$ cat src/rtl/addsub_pkg.sv
// Shared types and constants for the nibble-serial add/sub controller.
package addsub_pkg;

  localparam int NIBBLE_W = 4;

  typedef enum logic [1:0] {
    IDLE = 2'd0,
    BUSY = 2'd1,
    DONE = 2'd2
  } state_e;

  // Width of the nibble counter; never below one bit so the counter stays legal.
  function automatic int cnt_width(input int nib);
    return (nib > 1) ? $clog2(nib) : 1;
  endfunction

endpackage

$ cat src/rtl/addsub_slice.sv
// 4-bit combinational add slice: {cout, sum} = a + b + cin.
// Operand inversion and carry chaining belong to the controller.
module addsub_slice
  import addsub_pkg::*;
(
  input  logic [NIBBLE_W-1:0] a_i,
  input  logic [NIBBLE_W-1:0] b_i,
  input  logic                cin_i,
  output logic [NIBBLE_W-1:0] sum_o,
  output logic                cout_o
);

  logic [NIBBLE_W:0] full_sum;

  // Plain ripple sum; the extra top bit is the carry-out.
  always_comb begin
    full_sum = {1'b0, a_i} + {1'b0, b_i} + {{NIBBLE_W{1'b0}}, cin_i};
    sum_o    = full_sum[NIBBLE_W-1:0];
    cout_o   = full_sum[NIBBLE_W];
  end

endmodule

$ cat src/rtl/addsub_seq_ctrl.sv
// Nibble-serial add/subtract controller: round-robin arbitration between two
// requesters, one nibble per cycle through a shared 4-bit slice, result held
// on a valid/ready response channel.
//
// state | meaning
// IDLE  | waiting for a request; ready is offered to the granted requester
// BUSY  | one nibble per cycle through the slice, carry chained in carry_q
// DONE  | response presented, held until rsp_ready
module addsub_seq_ctrl
  import addsub_pkg::*;
#(
  parameter int WIDTH = 16
) (
  input  logic             clk,
  input  logic             rst_n,
  input  logic             req0_valid,
  output logic             req0_ready,
  input  logic [WIDTH-1:0] req0_a,
  input  logic [WIDTH-1:0] req0_b,
  input  logic             req0_sub,
  input  logic             req1_valid,
  output logic             req1_ready,
  input  logic [WIDTH-1:0] req1_a,
  input  logic [WIDTH-1:0] req1_b,
  input  logic             req1_sub,
  output logic             rsp_valid,
  input  logic             rsp_ready,
  output logic             rsp_id,
  output logic [WIDTH-1:0] rsp_result,
  output logic             rsp_cout,
  output logic             rsp_ovf
);

  localparam int NIB = WIDTH / NIBBLE_W;
  localparam int CW  = cnt_width(NIB);
  localparam logic [CW-1:0] CNT_LAST = CW'(NIB - 1);

  state_e              state_q;
  logic [CW-1:0]       cnt_q;
  logic                last_grant_q;
  logic [WIDTH-1:0]    a_q;
  logic [WIDTH-1:0]    b_q;
  logic                carry_q;
  logic                id_q;
  logic [WIDTH-1:0]    result_q;
  logic                cout_q;
  logic                ovf_q;

  logic                grant_d;
  logic                accept_d;
  logic [WIDTH-1:0]    a_sel_d;
  logic [WIDTH-1:0]    b_sel_d;
  logic                sub_sel_d;

  logic [NIBBLE_W-1:0] a_nib_d;
  logic [NIBBLE_W-1:0] b_nib_d;
  logic [NIBBLE_W-1:0] sum_nib_d;
  logic                cout_nib_d;
  logic [WIDTH-1:0]    result_d;
  logic                ovf_d;

  // Round-robin grant: a lone valid wins, a tie goes to whoever was not served last.
  always_comb begin
    if (req0_valid && req1_valid) begin
      grant_d = ~last_grant_q;
    end else begin
      grant_d = req1_valid;
    end
  end

  assign req0_ready = (state_q == IDLE) && rst_n && req0_valid && !grant_d;
  assign req1_ready = (state_q == IDLE) && rst_n && req1_valid &&  grant_d;
  assign accept_d   = req0_ready || req1_ready;

  // Operand capture mux for the granted requester.
  always_comb begin
    a_sel_d   = grant_d ? req1_a   : req0_a;
    b_sel_d   = grant_d ? req1_b   : req0_b;
    sub_sel_d = grant_d ? req1_sub : req0_sub;
  end

  // Select the current nibble of each operand by the nibble counter.
  always_comb begin
    a_nib_d = '0;
    b_nib_d = '0;
    for (int i = 0; i < NIB; i++) begin
      if (cnt_q == CW'(i)) begin
        a_nib_d = a_q[i*NIBBLE_W +: NIBBLE_W];
        b_nib_d = b_q[i*NIBBLE_W +: NIBBLE_W];
      end
    end
  end

  addsub_slice u_slice (
    .a_i    (a_nib_d),
    .b_i    (b_nib_d),
    .cin_i  (carry_q),
    .sum_o  (sum_nib_d),
    .cout_o (cout_nib_d)
  );

  // Merge the fresh sum nibble into the result and derive signed overflow.
  // On the last step sum_nib_d[MSB] is the result MSB.
  always_comb begin
    result_d = result_q;
    for (int i = 0; i < NIB; i++) begin
      if (cnt_q == CW'(i)) begin
        result_d[i*NIBBLE_W +: NIBBLE_W] = sum_nib_d;
      end
    end
    ovf_d = (a_q[WIDTH-1] == b_q[WIDTH-1]) && (sum_nib_d[NIBBLE_W-1] != a_q[WIDTH-1]);
  end

  // Sequencing FSM with all datapath registers; synchronous active-low reset.
  always_ff @(posedge clk) begin
    if (!rst_n) begin
      state_q      <= IDLE;
      cnt_q        <= '0;
      last_grant_q <= 1'b1;
      a_q          <= '0;
      b_q          <= '0;
      carry_q      <= 1'b0;
      id_q         <= 1'b0;
      result_q     <= '0;
      cout_q       <= 1'b0;
      ovf_q        <= 1'b0;
    end else begin
      case (state_q)
        IDLE: begin
          if (accept_d) begin
            a_q          <= a_sel_d;
            b_q          <= b_sel_d ^ {WIDTH{sub_sel_d}};
            carry_q      <= sub_sel_d;
            id_q         <= grant_d;
            last_grant_q <= grant_d;
            cnt_q        <= '0;
            state_q      <= BUSY;
          end
        end
        BUSY: begin
          result_q <= result_d;
          carry_q  <= cout_nib_d;
          if (cnt_q == CNT_LAST) begin
            cout_q  <= cout_nib_d;
            ovf_q   <= ovf_d;
            cnt_q   <= '0;
            state_q <= DONE;
          end else begin
            cnt_q <= cnt_q + CW'(1);
          end
        end
        DONE: begin
          if (rsp_ready) begin
            state_q <= IDLE;
          end
        end
        default: state_q <= IDLE;
      endcase
    end
  end

  assign rsp_valid  = (state_q == DONE);
  assign rsp_id     = id_q;
  assign rsp_result = result_q;
  assign rsp_cout   = cout_q;
  assign rsp_ovf    = ovf_q;

endmodule

$ cat config.mk
export PLATFORM = sky130hd
export DESIGN_NAME = addsub_seq_ctrl
export DESIGN_NICKNAME = d
export VERILOG_FILES = /design/src/rtl/addsub_pkg.sv /design/src/rtl/addsub_slice.sv /design/src/rtl/addsub_seq_ctrl.sv
export SDC_FILE = /design/constraint.sdc
export NUM_CORES = 1
export LEC_CHECK = 0
export CAP_MARGIN = 20
export CORE_MARGIN = 2
export CORE_UTILIZATION = 52
export DETAILED_ROUTE_END_ITERATION = 8
export PLACE_DENSITY = 0.86
export SYNTH_ARGS = -nofsm -noshare
export SYNTH_HDL_FRONTEND = slang
export SYNTH_SLANG_ARGS = --single-unit
$ cat constraint.sdc
create_clock -name clk -period 4 [get_ports clk]
set_clock_uncertainty 0.1 [all_clocks]
set_input_delay 0.6 -clock clk [delete_from_list [all_inputs] [get_ports clk]]
set_output_delay 0.6 -clock clk [all_outputs]
set_load 0.02 [all_outputs]
# After elaboration in Yosys (flattened, before gate mapping)
# Cells that the tools add are included.
word_totals:
  reg_bits: 57
  latchBits: 0
  ramBits: 0
  rom_bits: 0
  inputBits: 71
  wordCells: 68
  memories: 0
classes:
  addsub: 3
  multipliers: 0
  n_div: 0
  n_lt_le_gt_ge: 0
  eq_ne: 10
  shifts: 0
  muxes: 21
  bitwise_logic: 2
  n_reduce_logical: 19
op_table:
  columns: ["operator", "n"]
  rows:
  - ["16-bit two-way mux", 2]
  - ["4-bit two-way mux", 8]
  - ["16-bit bitwise XOR", 1]
  - ["2-bit AND reduction", 6]
  - ["2-bit two-way mux", 5]
  - ["1-bit logical AND", 7]
  - ["2-bit == test (second input constant)", 3]
  - ["2-bit case mux with 3 select lines", 1]
  - ["4-bit by 4-bit adder with 5-bit output", 1]
  - ["5-bit by 1-bit adder with 5-bit output", 1]
  - ["2-bit by 1-bit == test with 1-bit output (second input constant)", 2]
  - ["2-bit zero test", 2]
  - ["2-bit inequality test (second input constant)", 2]
  - ["2-bit case mux with 2 select lines", 1]
  - ["1-bit two-way mux", 3]
  - ["3-bit AND reduction", 1]
  - ["2-bit by 1-bit adder with 2-bit output (second input constant)", 1]
  - ["2-bit by 1-bit inequality test with 1-bit output (second input constant)", 1]
  - ["1-bit case mux with 2 select lines", 1]
  - ["2-bit nonzero test", 1]
  - ["1-bit == test", 1]
  - ["1-bit zero test", 1]
  - ["1-bit logical OR", 1]
  - ["1-bit inequality test", 1]
  - ["1-bit inverter", 1]

# Longest topological paths before layout
# Gate-level depths: netlist (run 1).
logic_depth:
  word_depth: 9
  depth_mapped: 13
  mapped_depth_nobuf: 13

# Modules after synthesis
# A second synthesis (run 1) with hierarchy kept.
hier_totals:
  hier_cells: 377
  hier_area_um2: 3290.7
by_module_without_submodules:
  columns: ["module", "instances", "cells_per_inst", "area_per_inst_um2"]
  rows:
  - ["addsub_seq_ctrl", 1, 361, 3146.8]
  - ["addsub_slice", 1, 16, 143.9]

# Worst setup path before layout (run 1)
# Ideal clock, no wire load.
synth_timing:
  path_type: "flip-flop to flip-flop"
  startpoint: "register cnt_q[1]"
  endpoint: "register carry_q"
  setup_ns: 0.121
  arrival_time_ns: 2.521
  required_ns: 3.779
  slack_ns: 1.257
  path_stages_with_launch: 14
  cell_sequence: "dfxtp_1 > inv_1 > ha_1 > clkbuf_1 > a221oi_1 > nor3_1 > a21oi_1 > fa_1 > inv_1 > fa_1 > a21o_2 > a21oi_1 > o32a_1 > o21ai_0"
synth_between:
  elab_chain_len: 8
synth_rtl:
  columns: ["item", "line", "rtl"]
  rows:
  - ["start, declared", "addsub_seq_ctrl.sv:39", "logic [CW-1:0] cnt_q;"]
  - ["start signal, assigned", "addsub_seq_ctrl.sv:149", "cnt_q <= cnt_q + CW'(1);"]
  - ["2-bit zero test", "addsub_seq_ctrl.sv:87", "if (cnt_q == CW'(i)) begin"]
  - ["4-bit two-way mux (4 in a row)", "addsub_seq_ctrl.sv:87", null]
  - ["4-bit by 4-bit adder with 5-bit output *", "addsub_slice.sv:17", "full_sum = {1'b0, a_i} + {1'b0, b_i} + {{NIBBLE_W{1'b0}}, cin_i};"]
  - ["5-bit by 1-bit adder with 5-bit output *", "addsub_slice.sv:17", null]
  - ["1-bit case mux with 2 select lines *", "addsub_seq_ctrl.sv:128", "case (state_q)"]
  - ["end signal, assigned", "addsub_seq_ctrl.sv:133", "carry_q <= sub_sel_d;"]
  - ["end signal, assigned", "addsub_seq_ctrl.sv:142", "carry_q <= cout_nib_d;"]
  - ["end, declared", "addsub_seq_ctrl.sv:43", "logic carry_q;"]
# Mark *: on every way between the ends. The rest lies on a longest branch, timed or not.
# A chain may end at the register's enable or synchronous reset.

# Worst setup path in the final report (run 1)
layout_timing:
  startpoint: "input req0_valid"
  endpoint: "output req1_ready"
layout_between:
  elab_chain_len: 3
layout_rtl:
  columns: ["item", "line", "rtl"]
  rows:
  - ["start, declared", "addsub_seq_ctrl.sv:16", "input logic req0_valid,"]
  - ["1-bit logical AND", "addsub_seq_ctrl.sv:64", "if (req0_valid && req1_valid) begin"]
  - ["1-bit two-way mux", "addsub_seq_ctrl.sv:64", null]
  - ["1-bit logical AND", "addsub_seq_ctrl.sv:72", "assign req1_ready = (state_q == IDLE) && rst_n && req1_valid && grant_d;"]
  - ["end, declared", "addsub_seq_ctrl.sv:22", "output logic req1_ready,"]
# No other way between the ends.

==> metrics, run 1 <==
clock slew at reported path FFs about 0.060 ns; Core Region roughly 6000 µm²; row count 28; post-CTS sizing 0; die area between 6000 and 7000 µm²; WP data arrival about 2.4 ns; Post-Synth XOR/XNOR Area about 9%; first-pass GRT wire length 12600 µm; Worst EP required 3.30 ns; top cells by area, synth dfxtp_1, nand2_1, o211a_1; clock root cell clkbuf_8; DIE HEIGHT roughly 83 µm; mapped cell area between 3000 and 4000 µm²; fin crit share roughly 78%; Rel. slew slack just over 40%; YS warnings 0; PD cells 345 nW/µm²; placed cell area between 4000 and 5000 µm²; DRT Wirelength about 7400 µm; final net count 532; Hold/Removal Path Class reg -> reg; outcome finished, final reports clean; area delta synth->final 33.0%; syn_nets 459; GPL Wtd Cong approximately 0.84; FF+latch count, synth 57; die width 83.3 µm; Routed Antenna Nets 0; Compound-Gate Fraction of Synth Area 23.1%; final setup TNS 0 ns; share of layout cells above drive strength 1 under 10%; maximum capacitance violations 0; cell taking the most area after synthesis dfxtp_1; First-pass DRT Iterations 4; most frequent cell after synthesis nand2_1; design area approximately 4300 µm²; Pwr Total about 0.0015 W; # setup viols final 0; EDFF count, synth 0; Clk Latency, worst-skew pair 0.33 ns; number of global-route vias before repair ~2.7k; global route overflow 0; top_reg_cell synth dfxtp_1; crit path capture type output port; CP Launch Type input port; max frequency approximately 320 MHz; WHS approximately 0.37 ns; Clock Sinks 57; RSZ-0062 raised after global routing no; Max clock buf depth 2; initial core utilization 54.6%; DP HPWL 5550 µm; CTS Hold Bufs 0; Post-Synth Adder-Cell Area 3.90%; Pleak 1.83 nW; largest family of logic cells by synthesized area compound AO/OA/AOI/OAI gates; Mapped Cells about 380; FILL cells about 460; initial antenna violation count 0; Post-synth top cells nand2_1, dfxtp_1, o211a_1; Core Util, Final 72.6%; total track usage a little over a fifth; I/O pins 93; Max rail drop VDD 236 µV; worst-margin pin slew roughly 0.9 ns; Crit Path Max Fanout 12; Final Hold Violating Endpoints 0; register area share after synthesis between 30% and 40%; wire length per cell ~14 µm; Distinct cells, synth 41; max-slew violations 0; H-Tree Depth 3; DRC 0; Avg Inst Size Synth between 8 and 9 µm²; mux cell area share after synthesis 6.43%; Port Buffers 92; Synth top area share 34.9%; Post-CTS Setup Bufs 0; Vias around 2.9k; minimum clock period 3.11 ns; Ant. Diodes 0; CTS tree done; number of CTS-inserted buffers 9; ys async rst share 0%; DR iter-0 viols 89; critical path class in -> out; pin count of the biggest net entering global routing 64; Synth Area in Simple Gates between 10% and 20%; via density per instance approximately 5.4
-- cells in the final DEF, fill, tap and decap left out, types with 4 or more instances in the layout --
cell / n
a21oi_1: 17
nor2b_1: 12
xnor2_1: 17
clkbuf_8: 11
a21boi_0: 18
ha_1: 7
o211ai_1: 17
and2_1: 4
nand3b_1: 7
dfxtp_1: 57
inv_1: 4
o22ai_1: 4
clkdlybuf4s50_1: 91
o21ai_0: 8
buf_4: 4
nand2_1: 82
mux2i_1: 21
xor2_1: 16
o211a_1: 25
-- power breakdown --
group | leakage (nW) | internal, W | switching (W)
sequential | 0.467 | 0.000606 | 0.0000244
clock | 0.102 | 0.000316 | 0.000217
combinational | 1.26 | 0.000176 | 0.000160
-- critical path, cell delays in order --
cell and delay [ns]:
clkdlybuf4s50_1 0.50, a21boi_4 0.44, and3_1 0.23, clkdlybuf4s50_1 0.63
-- final cells by class --
class                      instances  area, µm²  area share, %
multi-input combinational        284       1960           45.0
sequential                        57       1140           26.2
timing repair buffer              96        946           21.8
clock buffer                      12        155           3.57
tap                               75       93.8           2.16
clock inverter                     3       40.0          0.921
inverter                           4       15.0          0.345
-- final timing paths --
check / startpoint / to / slack, ns / cells past startpoint
max: req0_valid / req1_ready / 0.89 / 4
min: b_q[7] / b_q[7] / 0.37 / 2
max reg2reg: cnt_q[0] / carry_q / 0.89 / 12
min reg2reg: b_q[7] / b_q[7] / 0.37 / 2
-- registers in the layout (all words and copies together) (netlist names) --
signal / cells
cnt_q: 2
rsp_result: 16
a_q: 16
rsp_id: 1
rsp_cout: 1
carry_q: 1
state_q: 2
b_q: 16
last_grant_q: 1
rsp_ovf: 1
-- layer usage --
layer	global-route usage [%]	vias to the layer above	wire length, µm
li1	-	1459	-
met1	26.4	1302	3310
met2	37.6	80	3560
met3	4.77	14	360
met4	9.39	0	159
met5	0	-	0
-- per-stage QoR --
stage | cells | setup slack (ns)
2_1_floorplan | 379 | 1.26
3_3_place_gp | 516 | 0.908
3_5_place_dp | 516 | 0.884
4_1_cts | 531 | 0.870
5_1_grt | 531 | 0.575
6_report | 531 | 0.890
-- cells by family after synthesis --
family / after synthesis
flops: 57
mux: 21
compound gates: 101
simple gates: 120
fa+ha+maj: 9
buf+inv: 38
xor+xnor: 33
No activity file was read; power rests on OpenSTA's default activity.
==> run 2: changes to the inputs <==
- CORE_UTILIZATION: 52 -> 43
- PLACE_DENSITY: 0.86 -> 0.76
- clock period: 4 -> 2.7 ns (I/O delays scaled with it)
==> run 2 against run 1 <==
  * Power grew 53%
  * Clock power rose by 51%
  * Non-clock buffer count is 16 higher
  * Global-route usage shrank 3.8 points
  * Sequential power up 48%
  * Die area rose by 20%
==> metrics, run 2 (synthesized netlist as in run 1, its figures left out) <==
Core Region 7290 µm² (+22%); WP data arrival 2.79 ns (+0.38 ns); fin crit share between 90% and 100%; wire length per cell 13.1 µm (-5.7%); number of CTS-inserted buffers 9 (unchanged); first-pass GRT wire length 12300 µm (-2.5%); PD cells 499 nW/µm² (+45%); GPL Wtd Cong 0.930 (+10%); Rel. slew slack 56.0% (+15 points); Crit path buffers/inverters 2 (unchanged); initial core utilization 44.8% (-9.7 points); Max clock buf depth 2 (unchanged); crit-path cells inv_4 > ha_4 > buf_4 > nand3b_1 > a21oi_1 > a21oi_1 > o21ai_0 > ha_1 > a21boi_1 > or4_1 > a31oi_1; row count 31 (+11%); maximum capacitance violations 0 (unchanged); DRC 0 (unchanged); RSZ-0062 raised after global routing yes; DRT Wirelength 7510 µm (+1.5%); I/O pins 93 (unchanged); Worst EP required 2.86 ns (-0.44 ns); setup slack at placement -0.126 ns (-1.01 ns); Ant. Diodes 0 (unchanged); commonest cells after routing, fill and taps aside clkdlybuf4s50_1, nand2_1, dfxtp_1; Clk Latency, worst-skew pair 0.33 ns (about the same); critical path class reg -> reg; First-pass DRT Iterations 4 (unchanged); pin count of the biggest net entering global routing 51 (-20%); # setup viols final 0 (unchanged); minimum clock period 2.63 ns; global route overflow 0 (unchanged); crit-path leading delay family compound AO/OA/AOI/OAI gates; CTS tree done; outcome finished, final reports clean; Hold/Removal Path Class in -> reg; area delta synth->final 40.2%; clock root cell clkbuf_8; crit path capture type flop; Port Buffers 92 (unchanged); Final WS setup 0.0715 ns (-0.819 ns); share of layout cells above drive strength 1 11.4% (+5.7 points); Pleak 1.92 nW (+5.1%); die width 91.2 µm (+9.5%); DR iter-0 viols 113 (+27%); max-slew violations 0 (unchanged); DIE HEIGHT 91.2 µm (+9.5%); final net count 548 (+3.0%); Routed Antenna Nets 0 (unchanged); Crit Path Max Fanout 8 (-4); Clock Sinks 57 (unchanged); CP Launch Type flop; Vias 2892 (+1.3%); commonest non-fill, non-tap cell in the layout clkdlybuf4s50_1; CP max-delay cell or4_1; total track usage 18.2% (-3.8 points); Top cell by count, worst path a21oi_1; via density per instance 5.06 (-6.0%); clock slew at reported path FFs 0.06 ns (about the same); CP max stage delay 0.46 ns (-0.17 ns); initial antenna violation count 0 (unchanged); H-Tree Depth 3 (unchanged); DP HPWL 5750 µm (+3.6%); CTS Hold Bufs 0 (unchanged); Max rail drop VDD 249 µV (+5.4%); Final Hold Violating Endpoints 0 (unchanged); die area 8320 µm² (+20%); max frequency about 380 MHz; number of global-route vias before repair 2723 (-0.91%); WHS 0.354 ns (-0.0120 ns); worst-margin pin slew 0.659 ns (-0.225 ns)
run 2: cell types whose count changed in the layout (fill, tap and decap cells not counted), moves of 3 or more:
cell | before | now
buf_4 | 4 | 19
o21ai_0 | 8 | 4
o21ai_1 | 1 | 5
ha_1 | 7 | 4
ha_4 | 0 | 3
inv_1 | 4 | 1
run 2: timing repair:
item,4_1_cts,5_1_grt
setup buffers,0,1
gates resized for setup,12,10
setup endpoints to repair,7,8
pin swaps,1,9
run 2: area by class of cell:
cell class              instances  area (µm²)
clock buffers                  14         173
clock inverters                 2        35.0
fillers                       633        2710
inverters                       4        17.5
multi-input cells             284        2010
flip-flops and latches         57        1150
well taps                      99         124
repair buffers                112        1080
run 2: power by group:
part	switching [W]	total, W	internal, W
logic	0.000250	0.000546	0.000296
clock network	0.000306	0.000807	0.000501
registers	0.0000381	0.000935	0.000897
total	0.000595	0.00229	0.00169
run 2: per-layer routing:
layer / share of wire (%) / GRT usage (%)
met1: 44 / 21.6
met2: 48 / 31.0
met3: 6.2 / 3.73
met4: 2.0 / 8.96
met5: 0 / 0
run 2: worst paths after layout:
check / end / slack (ns) / depth (start not counted) / startpoint
setup / recovery: rsp_ovf / 0.07 / 11 / cnt_q[1]
hold reg to reg: b_q[3] / 0.36 / 2 / b_q[3]
hold / removal: last_grant_q / 0.35 / 2 / rst_n
setup reg to reg: rsp_ovf / 0.07 / 11 / cnt_q[1]
run 2: worst register-to-register path: cells and delay by family (launching register included):
| family | cells | cell delay, ns |
|---|---|---|
| buffers and inverters | 2 | 0.20 |
| DFF | 1 | 0.36 |
| adders and majority gates | 2 | 0.49 |
| and+or+nand+nor | 2 | 0.61 |
| AOI/OAI and AO/OA | 5 | 0.81 |
run 2: stage by stage:
stage          std cells  utilization (%)  cell area (µm²)  TNS (ns)  power (W)
2_1_floorplan        379                -             3280         0    0.00126
6_report             572             62.9             4580         0    0.00229
5_1_grt              572             62.9             4580    -0.247    0.00240
3_3_place_gp         555             59.1             4310         0    0.00147
3_5_place_dp         555             59.1             4310    -0.231    0.00149
4_1_cts              571             62.4             4550         0    0.00230
==> run 3: changes to the inputs <==
- PLACE_DENSITY: 0.76 -> 0.86
- RECOVER_POWER: default -> 50
==> run 3 against run 2 <==
  * Global-route usage up 1.9 points
  * Critical path depth down 2
  * Combinational power up 2%
  * Register-to-register slack worse by 0.05 ns
  * Sequential share of layout area down 0.42 points
  * Clock power up 8.8%
  * Sequential cell count unchanged
  * Largest cell class unchanged
==> metrics, run 3 (synthesized netlist as in run 1, its figures left out) <==
DRC 0 (unchanged); wire length per cell 14.3 µm (+8.8%); PD cells 510 nW/µm² (+2.1%); I/O pins 93 (unchanged); worst-margin pin slew 1.13 ns (+0.466 ns); number of global-route vias before repair 2982 (+9.5%); CP Launch Type flop; DRT Wirelength 8220 µm (+9.4%); first-pass GRT wire length 13400 µm (+9.0%); outcome finished, final reports clean; total track usage 20.1% (+1.9 points); Final Hold Violating Endpoints 0 (unchanged); die width 91.2 µm (unchanged); DIE HEIGHT 91.2 µm (unchanged); placed cell area 4300 µm² (-0.29%); WHS 0.377 ns (+0.0224 ns); initial antenna violation count 0 (unchanged); via density per instance 5.25 (+3.9%); clock slew at reported path FFs 0.06 ns (about the same); die area 8320 µm² (unchanged); CTS tree done; Core Util, Final 63.8% (+0.94 points); Pleak 2.01 nW (+4.7%); Pwr Total 0.00237 W (+3.7%); RSZ-0062 raised after global routing yes; final net count 551 (+0.55%); area delta synth->final 42.3%; # setup viols final 0 (unchanged); critical path class reg -> reg; minimum clock period 2.68 ns (+0.0531 ns); Crit Path Max Fanout 4 (-4); Rel. slew slack 25.0% (-31 points); Max rail drop VDD 277 µV (+11%); Routed Antenna Nets 0 (unchanged); DR iter-0 viols 186 (+65%); commonest cells after routing, fill and taps aside nand2_1, clkdlybuf4s50_1, dfxtp_1; Hold/Removal Path Class reg -> reg; maximum capacitance violations 0 (unchanged); Port Buffers 92 (unchanged); pin count of the biggest net entering global routing 63 (+24%); Max clock buf depth 2 (unchanged); Clock Sinks 57 (unchanged); Worst EP required 2.88 ns (+0.02 ns); First-pass DRT Iterations 4 (unchanged); number of CTS-inserted buffers 9 (unchanged); Vias 3020 (+4.4%); Ant. Diodes 0 (unchanged); max frequency 373 MHz (-2.0%); global route overflow 0 (unchanged); share of layout cells above drive strength 1 13.9% (+2.4 points); H-Tree Depth 3 (unchanged); max-slew violations 0 (unchanged); GPL Wtd Cong 0.915 (-1.6%); commonest non-fill, non-tap cell in the layout nand2_1; DP HPWL 6010 µm (+4.6%); initial core utilization 44.8% (unchanged); row count 31 (unchanged); Clk Latency, worst-skew pair 0.34 ns (about the same); clock root cell clkbuf_8; fin crit share 99.3% (+2.0 points); WP data arrival 2.86 ns (+0.07 ns); crit path capture type flop; design area 4650 µm² (+1.5%); Core Region 7290 µm² (unchanged)
run 3: cell count changes in the layout (fill, tap and decap cells not counted), moves of 2 or more:
cell	change
a21boi_2	+2
a21oi_1	-3
a21oi_2	+2
a221oi_1	-2
a221oi_2	+2
buf_4	+2
clkbuf_8	+2
clkdlybuf4s50_1	-20
dlygate4sd3_1	+20
o21ai_1	-2
run 3: final timing paths:
kind                  from  endpoint  slack, ns  cells after the start
setup / recovery  cnt_q[0]   rsp_ovf       0.02                      9
hold / removal     b_q[14]   b_q[14]       0.38                      2
setup reg to reg  cnt_q[0]   rsp_ovf       0.02                      9
hold reg to reg    b_q[14]   b_q[14]       0.38                      2
run 3: metal layers:
metal | vias up | wire [µm] | GRT usage, %
li1 | 1494 | - | -
met1 | 1392 | 3230 | 22.1
met2 | 118 | 4180 | 35.1
met3 | 16 | 636 | 6.39
met4 | 0 | 171 | 8.96
met5 | - | 0 | 0
run 3: layout make-up:
| type | count | area [µm²] |
|---|---|---|
| Clock buffer | 15 | 196 |
| Clock inverter | 1 | 30.0 |
| Fill cell | 596 | 2640 |
| Inverter | 4 | 15.0 |
| Multi-Input combinational cell | 284 | 2050 |
| Sequential cell | 57 | 1150 |
| Tap cell | 99 | 124 |
| Timing Repair Buffer | 115 | 1090 |
run 3: per-stage QoR:
stage | std cells | TNS, ns | setup slack [ns]
after global routing | 575 | -0.156 | -0.0645
after global placement | 555 | 0 | 0.0376
after detailed placement | 555 | -0.253 | -0.0979
after CTS | 571 | 0 | 0.00459
final | 575 | 0 | 0.0185
after floorplan | 379 | 0 | 0.0261
run 3: worst max-delay path, stage by stage, from the launching register on:
cell,delay (ns)
dfxtp_4,0.36
buf_4,0.14
ha_1,0.26
nor3_2,0.23
a21oi_2,0.06
fa_2,0.39
nand3b_1,0.20
and3b_2,0.24
or4_1,0.46
a31oi_1,0.16
run 3: what timing repair did:
item | in CTS | in global routing
setup buffers | 0 | 4
gates resized for setup | 7 | 24
endpoints found under the setup margin | 4 | 15
hold buffers | 0 | 0
pin swaps | 0 | 17
run 3: power breakdown:
part / switching (W) / internal, W / leakage [nW] / total, W
registers: 0.0000405 / 0.000897 / 0.468 / 0.000938
logic: 0.000260 / 0.000296 / 1.43 / 0.000556
clock network: 0.000325 / 0.000553 / 0.116 / 0.000878
